`src/rtl/paint_pkg.sv`:
```
// Shared constants and types for the paint cursor controller.
// Grid geometry is fixed by the 160x120 framebuffer.
package paint_pkg;

    localparam int GRID_W   = 160;
    localparam int GRID_H   = 120;
    localparam int FB_DEPTH = GRID_W * GRID_H;
    localparam int ADDR_W   = 15;
    localparam int COLOUR_W = 12;
    localparam int X_W      = $clog2(GRID_W);
    localparam int Y_W      = $clog2(GRID_H);

    typedef enum logic {
        IDLE,
        CLEAR
    } ctrl_state_t;

    function automatic logic [ADDR_W-1:0] cell_index(
        input logic [X_W-1:0] x,
        input logic [Y_W-1:0] y
    );
        return ADDR_W'(y) * ADDR_W'(GRID_W) + ADDR_W'(x);
    endfunction

endpackage

```
`src/rtl/btn_debounce.sv`:
```
// Push-button conditioner: 2-flop synchroniser followed by a
// stability counter that gates changes of the debounced level.
module btn_debounce #(
    parameter int DEBOUNCE_CYC = 1000000
) (
    input  logic clk,
    input  logic reset,
    input  logic raw,
    output logic level
);

    localparam int CNT_W = $clog2(DEBOUNCE_CYC + 1);

    logic [1:0]       sync;
    logic [CNT_W-1:0] cnt;

    always_ff @(posedge clk) begin
        if (reset) begin
            sync  <= '0;
            cnt   <= '0;
            level <= 1'b0;
        end else begin
            sync <= {sync[0], raw};
            if (sync[1] == level) begin
                cnt <= '0;
            end else if (cnt == CNT_W'(DEBOUNCE_CYC - 1)) begin
                level <= sync[1];
                cnt   <= '0;
            end else begin
                cnt <= cnt + CNT_W'(1);
            end
        end
    end

endmodule

```
`src/rtl/paint_cursor_ctrl.sv`:
```
// Cursor movement, paint writes and full-screen clear sweep
// driving the framebuffer write port of the VGA display block.
module paint_cursor_ctrl
    import paint_pkg::*;
#(
    parameter int                  DEBOUNCE_CYC = 1000000,
    parameter int                  MOVE_CYC     = 5000000,
    parameter logic [COLOUR_W-1:0] CLEAR_COLOUR = 12'hFFF
) (
    input  logic                clk,
    input  logic                reset,
    input  logic                btn_up,
    input  logic                btn_down,
    input  logic                btn_left,
    input  logic                btn_right,
    input  logic                btn_paint,
    input  logic                btn_clear,
    input  logic [COLOUR_W-1:0] sw_colour,
    output logic [ADDR_W-1:0]   cursor_pos,
    output logic                wr_en,
    output logic [ADDR_W-1:0]   wr_addr,
    output logic [COLOUR_W-1:0] wr_data,
    output logic                clearing
);

    localparam int              RPT_W     = $clog2(MOVE_CYC + 1);
    localparam logic [X_W-1:0]  X_MAX     = X_W'(GRID_W - 1);
    localparam logic [Y_W-1:0]  Y_MAX     = Y_W'(GRID_H - 1);
    localparam logic [ADDR_W-1:0] LAST_ADDR = ADDR_W'(FB_DEPTH - 1);

    logic [5:0] raw;
    logic [5:0] lvl;
    logic [5:0] lvl_q;
    logic       right, left, down, up, paint, clr_lvl;
    logic       dir_rise, clr_rise;

    assign raw = {btn_clear, btn_paint, btn_up, btn_down, btn_left, btn_right};

    for (genvar i = 0; i < 6; i++) begin : g_db
        btn_debounce #(
            .DEBOUNCE_CYC(DEBOUNCE_CYC)
        ) u_db (
            .clk  (clk),
            .reset(reset),
            .raw  (raw[i]),
            .level(lvl[i])
        );
    end

    assign {clr_lvl, paint, up, down, left, right} = lvl;
    assign dir_rise = |(lvl[3:0] & ~lvl_q[3:0]);
    assign clr_rise = clr_lvl & ~lvl_q[5];

    logic [X_W-1:0]   x, x_n;
    logic [Y_W-1:0]   y, y_n;
    logic [RPT_W-1:0] rpt, rpt_n;
    logic             step;

    // A fresh press steps at once; holding steps every MOVE_CYC cycles.
    always_comb begin
        step  = 1'b0;
        rpt_n = '0;
        if (dir_rise) begin
            step = 1'b1;
        end else if (|lvl[3:0]) begin
            if (rpt == RPT_W'(MOVE_CYC - 1)) begin
                step = 1'b1;
            end else begin
                rpt_n = rpt + RPT_W'(1);
            end
        end
    end

    always_comb begin
        x_n = x;
        y_n = y;
        if (step) begin
            unique case (1'b1)
                right && !left && x != X_MAX: x_n = x + 1'b1;
                left && !right && x != '0:    x_n = x - 1'b1;
                default: ;
            endcase
            unique case (1'b1)
                down && !up && y != Y_MAX: y_n = y + 1'b1;
                up && !down && y != '0:    y_n = y - 1'b1;
                default: ;
            endcase
        end
    end

    always_ff @(posedge clk) begin
        if (reset) begin
            x          <= '0;
            y          <= '0;
            rpt        <= '0;
            lvl_q      <= '0;
            cursor_pos <= '0;
        end else begin
            x          <= x_n;
            y          <= y_n;
            rpt        <= rpt_n;
            lvl_q      <= lvl;
            cursor_pos <= cell_index(x, y);
        end
    end

    ctrl_state_t         state, state_n;
    logic                wr_en_n;
    logic [ADDR_W-1:0]   wr_addr_n;
    logic [COLOUR_W-1:0] wr_data_n;

    // wr_addr doubles as the sweep address counter while clearing.
    always_comb begin
        state_n   = state;
        wr_en_n   = paint;
        wr_addr_n = cursor_pos;
        wr_data_n = sw_colour;
        unique case (state)
            IDLE: begin
                if (clr_rise) begin
                    state_n   = CLEAR;
                    wr_en_n   = 1'b1;
                    wr_addr_n = '0;
                    wr_data_n = CLEAR_COLOUR;
                end
            end
            CLEAR: begin
                if (wr_addr != LAST_ADDR) begin
                    wr_en_n   = 1'b1;
                    wr_addr_n = wr_addr + 1'b1;
                    wr_data_n = CLEAR_COLOUR;
                end else begin
                    state_n = IDLE;
                end
            end
            default: state_n = IDLE;
        endcase
    end

    always_ff @(posedge clk) begin
        if (reset) begin
            state   <= IDLE;
            wr_en   <= 1'b0;
            wr_addr <= '0;
            wr_data <= '0;
        end else begin
            state   <= state_n;
            wr_en   <= wr_en_n;
            wr_addr <= wr_addr_n;
            wr_data <= wr_data_n;
        end
    end

    assign clearing = (state == CLEAR);

endmodule

```
`config.mk`:
```
export PLATFORM = sky130hd
export DESIGN_NAME = paint_cursor_ctrl
export DESIGN_NICKNAME = d
export VERILOG_FILES = /design/src/rtl/paint_pkg.sv /design/src/rtl/btn_debounce.sv /design/src/rtl/paint_cursor_ctrl.sv
export SDC_FILE = /design/constraint.sdc
export NUM_CORES = 1
export LEC_CHECK = 0
export CAP_MARGIN = 20
export CORE_ASPECT_RATIO = 1.2
export CORE_MARGIN = 5
export CORE_UTILIZATION = 53
export DETAILED_ROUTE_END_ITERATION = 8
export PLACE_DENSITY = 0.72
export SYNTH_ARGS = -nofsm -noshare
export SYNTH_HDL_FRONTEND = slang
export SYNTH_SLANG_ARGS = --single-unit
export TNS_END_PERCENT = 50
```
`constraint.sdc`:
```
create_clock -name clk -period 2.55 [get_ports clk]
set_input_delay 0.3825 -clock clk [delete_from_list [all_inputs] [get_ports clk]]
set_output_delay 0.3825 -clock clk [all_outputs]
set_load 0.02 [all_outputs]
```
Word-level counts from Yosys, hierarchy flattened. Index checks and enable logic that the tools add are counted. W data, S select, Z words.

Magnitude comparators: 0. Muxes and demuxes: 17. Equality and inequality tests: 16. Reductions and logical operators: 33. Bitwise operators: 12. $add $sub $neg: 13. Divide/modulo/power cells: 0. $mul: 1. Shift operators: 0.

Operators by type and width (count): $add A20 B1 Y20 const B (6); $eq A20 B20 Y1 const B (6); $mux W15 (2); $pmux W15 S2 (1); $mux W12 (2); $pmux W12 S2 (1); $add A23 B1 Y23 const B (1); $eq A23 B23 Y1 const B (1); $reduce_or A3 Y1 (6); $pmux W8 S2 (1); $reduce_and A2 Y1 (8); $add A15 B1 Y15 const B (1); $add A15 B8 Y15 (1); $ne A15 B15 Y1 const B (1); $pmux W7 S2 (1); $mul A7 B3 Y10 const B (1); $not A1 Y1 (9); $add A8 B1 Y8 const B (1); $logic_and A1 B1 Y1 (8); $ne A8 B8 Y1 const B (1); $reduce_bool A8 Y1 (1); $reduce_or A4 Y1 (2); $sub A8 B1 Y8 const B (1); $add A7 B1 Y7 const B (1); other kinds (12) (28).

Bits in latches: 0. Bits of input ports: 20. Register bits: 226. Word-level logic and storage cells: 119. Bits in writable memories: 0. Memory bits (read-only): 0. Memories: 0. Output and inout bits: 44.

Longest topological paths before layout.
Depth in word-level cells: 5. Depth in mapped cells: 11. Depth with buffers taken out: 11.

Cells and area by module. Synthesis repeated with hierarchy kept, for this count alone.

Cells, all modules: 1171. Area, all modules: 10400.0 um2.

Modules (own cells, without submodules): btn_debounce (seq. area each 460.4 um2, cells an instance 115, times used 6, area each 1018.5 um2); paint_cursor_ctrl (seq. area each 1741.7 um2, cells an instance 481, times used 1, area each 4289.1 um2).

Worst setup path after synthesis. No wires, ideal clock.

Path type: reg-to-reg. Start point: reg y[2]. End point: reg y[6]. Setup time: 0.070 ns. Path buffers: 0. Arrival: 2.695 ns. Path slack: -0.215 ns. Period minus slack after synthesis: 2.765 ns. Cell stages (with the launch flop): 12. Required time: 2.480 ns. Cell sequence: dfxtp_1 or4_1 nor4_1 nor3b_1 inv_1 fa_1 nor2b_1 o31a_1 o22ai_1 xor2_1 or3_1 a21oi_1.

Word-level cells in the longest chain between the ends: 4. Elaborated cells on any way between the ends: 9. Those cells by class: add/sub (2); eq/ne (1); mux (1); reduce/logical (5).

Ends and longest elaborated chain: start, declared (RTL line paint_cursor_ctrl.sv:55) `logic [Y_W-1:0] y, y_n;`; start signal, assigned (RTL line paint_cursor_ctrl.sv:100) `y <= y_n;`; branches (longest 4 deep; another with $sub A7 B1 Y7).

Several ways; the timed one is not identified. A chain may end at the register's enable or synchronous reset.

Worst setup path in the final report. Ends and elaborated chain as after synthesis.

==> impl_metrics.prom <==
# TYPE chip_impl_metric gauge
chip_impl_info{name="status",value="finished with violations"} 1
chip_impl_info{name="violations",value="negative setup slack"} 1
chip_impl_metric{name="clk-insertion-delay-late",unit="ns"} 0.50
chip_impl_metric{name="synth.net_count",unit=""} 1185
chip_impl_metric{name="postCtsSetupBuffers",unit=""} 0
chip_impl_metric{name="post-route-drc-count",unit=""} 0
chip_impl_metric{name="rows",unit=""} 55
chip_impl_metric{name="gp_congestion",unit=""} 0.8241
chip_impl_metric{name="die-height",unit="microns"} 160.4
chip_impl_info{name="grt_setup_unrepaired",value="yes"} 1
chip_impl_info{name="tritoncts",value="built"} 1
chip_impl_metric{name="dr.first_iter.drc_count",unit=""} 299
chip_impl_metric{name="synth_seq_cells",unit=""} 225
chip_impl_metric{name="antennaDiodeCount",unit=""} 0
chip_impl_metric{name="timing.final.setup_violations",unit=""} 1
chip_impl_metric{name="delay_of_the_slowest_cell_on_the_worst_path",unit="ns"} 0.54
chip_impl_info{name="critical_path.endpoint_type",value="flop"} 1
chip_impl_metric{name="clock-sinks",unit=""} 225
chip_impl_metric{name="synthToLayoutAreaGrowth",unit="%"} 18.95
chip_impl_metric{name="final.setup.tns",unit="ns"} -0.05632
chip_impl_metric{name="multi_input_area",unit="sq mm"} 0.005338
chip_impl_metric{name="setup_ws_post_layout",unit="ns"} -0.05632
chip_impl_info{name="synth-main-ff-cell",value="sky130_fd_sc_hd__dfxtp_1"} 1
chip_impl_metric{name="yosys_warnings",unit=""} 0
chip_impl_metric{name="floorplan.initialDensity",unit="%"} 53.36
chip_impl_info{name="synthTopCellsByCount",value="sky130_fd_sc_hd__nor2_1, sky130_fd_sc_hd__dfxtp_1, sky130_fd_sc_hd__xor2_1"} 1
chip_impl_metric{name="pwr-share-comb",unit="%"} 1.9
chip_impl_metric{name="routed-via-count",unit=""} 7675
chip_impl_metric{name="count_of_fill_cells_added_during_filler_insertion",unit=""} 1608
chip_impl_metric{name="crit_arrival",unit="ns"} 3.02
chip_impl_metric{name="final.setup_skew",unit="ns"} 0.01859
chip_impl_metric{name="whs",unit="ns"} 0.2935
chip_impl_metric{name="pwr-share-clk",unit="%"} 45.3
chip_impl_metric{name="max-clock-path-buffers",unit=""} 3
chip_impl_metric{name="p_seq_share",unit="%"} 52.8
chip_impl_metric{name="boundaryPins",unit=""} 64
chip_impl_metric{name="peak_freq",unit="MHz"} 383.7
chip_impl_metric{name="static-leakage-power",unit="nW"} 4.322
chip_impl_metric{name="power_report.internal_total",unit="mW"} 5.311
chip_impl_metric{name="dp.final_hpwl",unit="mm"} 13.74
chip_impl_metric{name="postSynth.asyncResetShare",unit="%"} 0
chip_impl_metric{name="slew-limit-headroom",unit="%"} 56.09
chip_impl_info{name="synth_largest_area_cell",value="sky130_fd_sc_hd__dfxtp_1"} 1
chip_impl_metric{name="synth_sequential_area_ratio",unit="%"} 45.10
chip_impl_info{name="worstPathCellList",value="or4_4, nor4_4, nor3b_2, ha_1, nor2b_1, o31a_1, o22ai_2, xor2_1, or3_1, a21oi_1"} 1
chip_impl_metric{name="maxCapViolations",unit=""} 0
chip_impl_metric{name="switchingPower",unit="mW"} 1.402
chip_impl_metric{name="cts_made_buffers",unit=""} 23
chip_impl_metric{name="power-per-cell-area",unit="mW/mm^2"} 565.0
chip_impl_metric{name="number_of_global_route_vias_before_repair",unit=""} 7531
chip_impl_metric{name="slew_viol_final",unit=""} 0
chip_impl_metric{name="switching_share_of_power",unit="%"} 20.88
chip_impl_metric{name="ys_types",unit=""} 55
chip_impl_metric{name="synth.cell_area",unit="sq mm"} 0.009988
chip_impl_metric{name="antenna_violating_nets_post_route",unit=""} 0
chip_impl_metric{name="clk_pin_slew",unit="ns"} 0.06
chip_impl_metric{name="cp_num_buf_inv",unit=""} 0
chip_impl_metric{name="drt-total-wl",unit="mm"} 19.51
chip_impl_metric{name="synth_top_area_share",unit="%"} 45.10
chip_impl_info{name="crit_path_start_kind",value="flop"} 1
chip_impl_metric{name="synth-edff-count",unit=""} 0
chip_impl_metric{name="total_routing_usage_gr",unit="%"} 18.07
chip_impl_metric{name="h-tree-depth",unit=""} 1
chip_impl_metric{name="die_area",unit="sq mm"} 0.02170
chip_impl_metric{name="finalCritPeriodShare",unit="%"} 102.2
chip_impl_metric{name="timing.critical_path.required",unit="ns"} 2.97
chip_impl_metric{name="drt_pre_antenna_iters",unit=""} 4
chip_impl_metric{name="vdd.ir_drop.worst",unit="mV"} 0.5812
chip_impl_metric{name="grt_max_degree",unit=""} 38
chip_impl_metric{name="fin_nets",unit=""} 1283
chip_impl_info{name="cts-root-buf",value="sky130_fd_sc_hd__clkbuf_16"} 1
chip_impl_metric{name="worst_pin_slew",unit="ns"} 0.6586
chip_impl_info{name="cell_types_with_the_largest_area_share_after_synthesis",value="sky130_fd_sc_hd__dfxtp_1, sky130_fd_sc_hd__nor2_1, sky130_fd_sc_hd__xor2_1, sky130_fd_sc_hd__xnor2_1, sky130_fd_sc_hd__ha_1"} 1
chip_impl_metric{name="synthesis.area_per_instance",unit="sq um"} 8.847
chip_impl_metric{name="drive_above_1_share",unit="%"} 8.461
chip_impl_metric{name="final_hold_violation_count",unit=""} 0
chip_impl_metric{name="period_needed",unit="ns"} 2.606
chip_impl_metric{name="dieWidth",unit="microns"} 135.3
chip_impl_metric{name="crit_fanout",unit=""} 6
chip_impl_metric{name="route.detailed.vias_per_inst",unit=""} 5.127
chip_impl_metric{name="design.core.area",unit="sq mm"} 0.01872
chip_impl_metric{name="register_area",unit="sq mm"} 0.004504
chip_impl_metric{name="grt_first_pass_wirelength",unit="mm"} 33.95
chip_impl_info{name="crit_slowest_cell",value="sky130_fd_sc_hd__or4_4"} 1
chip_impl_metric{name="cts_hold_buffers",unit=""} 0
chip_impl_metric{name="globalRoute.totalOverflow",unit=""} 0
chip_impl_metric{name="number_of_i_o_port_buffers",unit=""} 63
chip_impl_info{name="synthMostInstantiatedCell",value="sky130_fd_sc_hd__nor2_1"} 1
chip_impl_metric{name="drt-wirelength-per-cell",unit="microns"} 13.03
chip_impl_metric{name="netlist_instances",unit=""} 1129
chip_impl_metric{name="grt_antenna_before_repair",unit=""} 0
chip_impl_info{name="cpLargestDelayFamily",value="simple AND/OR/NAND/NOR gates"} 1
chip_impl_info{name="hold_path_class",value="input pin to flop"} 1
chip_impl_info{name="crit_type",value="flop to flop"} 1
[sequential cells by signal (all words and copies together), names as in the netlist, 5 cells and up]
register	flops
g_db.u_db.cnt	120
rpt	23
cursor_pos	15
wr_addr	15
g_db.u_db.sync	12
wr_data	12
x	8
y	7
g_db.u_db.level	6
lvl_q	5
[area by class of cell]
cell class | count | share of cell area (%)
Clock buffer | 29 | 5.202
Clock inverter | 10 | 0.4949
Inverter | 27 | 0.8530
Multi-Input combinational cell | 847 | 44.92
Sequential cell | 225 | 37.91
Tap cell | 256 | 2.696
Timing Repair Buffer | 103 | 7.919
[path summary, 6_finish.rpt]
path / start / to / slack [ns] / cells after the start
max: y[2] / y[6] / -0.06 / 10
min reg2reg: g_db[2].u_db.sync[0] / g_db[2].u_db.sync[1] / 0.43 / 1
max reg2reg: y[2] / y[6] / -0.06 / 10
min: reset / wr_data[6] / 0.29 / 2
[stage by stage]
| stage | cell area, sq um | setup slack [ns] | std cells | total power, mW | util [%] |
|---|---|---|---|---|---|
| after global routing | 11880 | -0.2235 | 1497 | 6.973 | 63.48 |
| after global placement | 11130 | -0.08881 | 1458 | 3.753 | 59.47 |
| after CTS | 11840 | -0.06729 | 1497 | 6.797 | 63.26 |
| final | 11880 | -0.05632 | 1497 | 6.713 | 63.48 |
| after detailed placement | 11130 | -0.1520 | 1458 | 3.755 | 59.47 |
| after floorplan | 9997 | -0.1201 | 1129 | 3.689 | - |
[worst register-to-register path: cells and delay by family, from the launching register on]
family	cells	cell delay, ns
xor gates and xnor gates	1	0.08
AOI/OAI and AO/OA	3	0.55
DFF	1	0.31
adders and majority gates	1	0.30
and+or+nand+nor	5	1.26
[per-layer routing]
| layer | track usage (%) | vias up | part of all wire, % |
|---|---|---|---|
| li1 | - | 3969 | - |
| met2 | 32.40 | 101 | 49 |
| met3 | 3.133 | 32 | 4.2 |
| met5 | 0 | - | 0 |
| met4 | 4.904 | 0 | 2.1 |
| met1 | 22.22 | 3573 | 44 |
[what timing repair did]
action | in CTS | in global routing
endpoints found under the hold margin | 0 | 0
gates resized for setup | 5 | 8
gates cloned | 0 | 0
endpoints found under the setup margin | 3 | 6
pin swaps | 0 | 3
[power groups by stage]
| stage | sequential (mW) | combinational, mW | clock [mW] |
|---|---|---|---|
| after global routing | 3.55 | 0.141 | 3.29 |
| after floorplan | 3.64 | 0.0532 | 0 |
| after detailed placement | 3.62 | 0.131 | 0 |
| after global placement | 3.62 | 0.130 | 0 |
| final | 3.55 | 0.129 | 3.04 |
| after CTS | 3.55 | 0.132 | 3.12 |
[cell families after synthesis]
| family | synth area share [%] |
|---|---|
| AOI/OAI and AO/OA | 3.984 |
| xor gates and xnor gates | 14.64 |
| adders and majority gates | 4.810 |
| buffers and inverters | 2.280 |
| DFF | 45.10 |
| muxes | 1.603 |
| and+or+nand+nor | 27.58 |
[layout by cell type (no fill, tap or decap), types with 5 or more instances in the layout]
cell type                         count
sky130_fd_sc_hd__nor2_1             250
sky130_fd_sc_hd__dfxtp_1            225
sky130_fd_sc_hd__xor2_1              87
sky130_fd_sc_hd__xnor2_1             79
sky130_fd_sc_hd__nand2_1             68
sky130_fd_sc_hd__nand3_1             68
sky130_fd_sc_hd__clkdlybuf4s50_1     62
sky130_fd_sc_hd__buf_4               40
sky130_fd_sc_hd__nor2b_1             32
sky130_fd_sc_hd__ha_1                32
sky130_fd_sc_hd__nand4_1             29
sky130_fd_sc_hd__inv_1               27
sky130_fd_sc_hd__and3_1              24
sky130_fd_sc_hd__clkbuf_16           23
sky130_fd_sc_hd__a21oi_1             19
sky130_fd_sc_hd__mux2i_1             16
sky130_fd_sc_hd__nor4_1              13
sky130_fd_sc_hd__and4_1              12
sky130_fd_sc_hd__o21ai_0             12
sky130_fd_sc_hd__nor3_1              12
sky130_fd_sc_hd__or3_1               11
sky130_fd_sc_hd__and2_1              10
sky130_fd_sc_hd__nor4b_1              8
sky130_fd_sc_hd__clkinv_2             7
sky130_fd_sc_hd__a31oi_1              5
No activity file was read; power rests on OpenSTA's default activity.
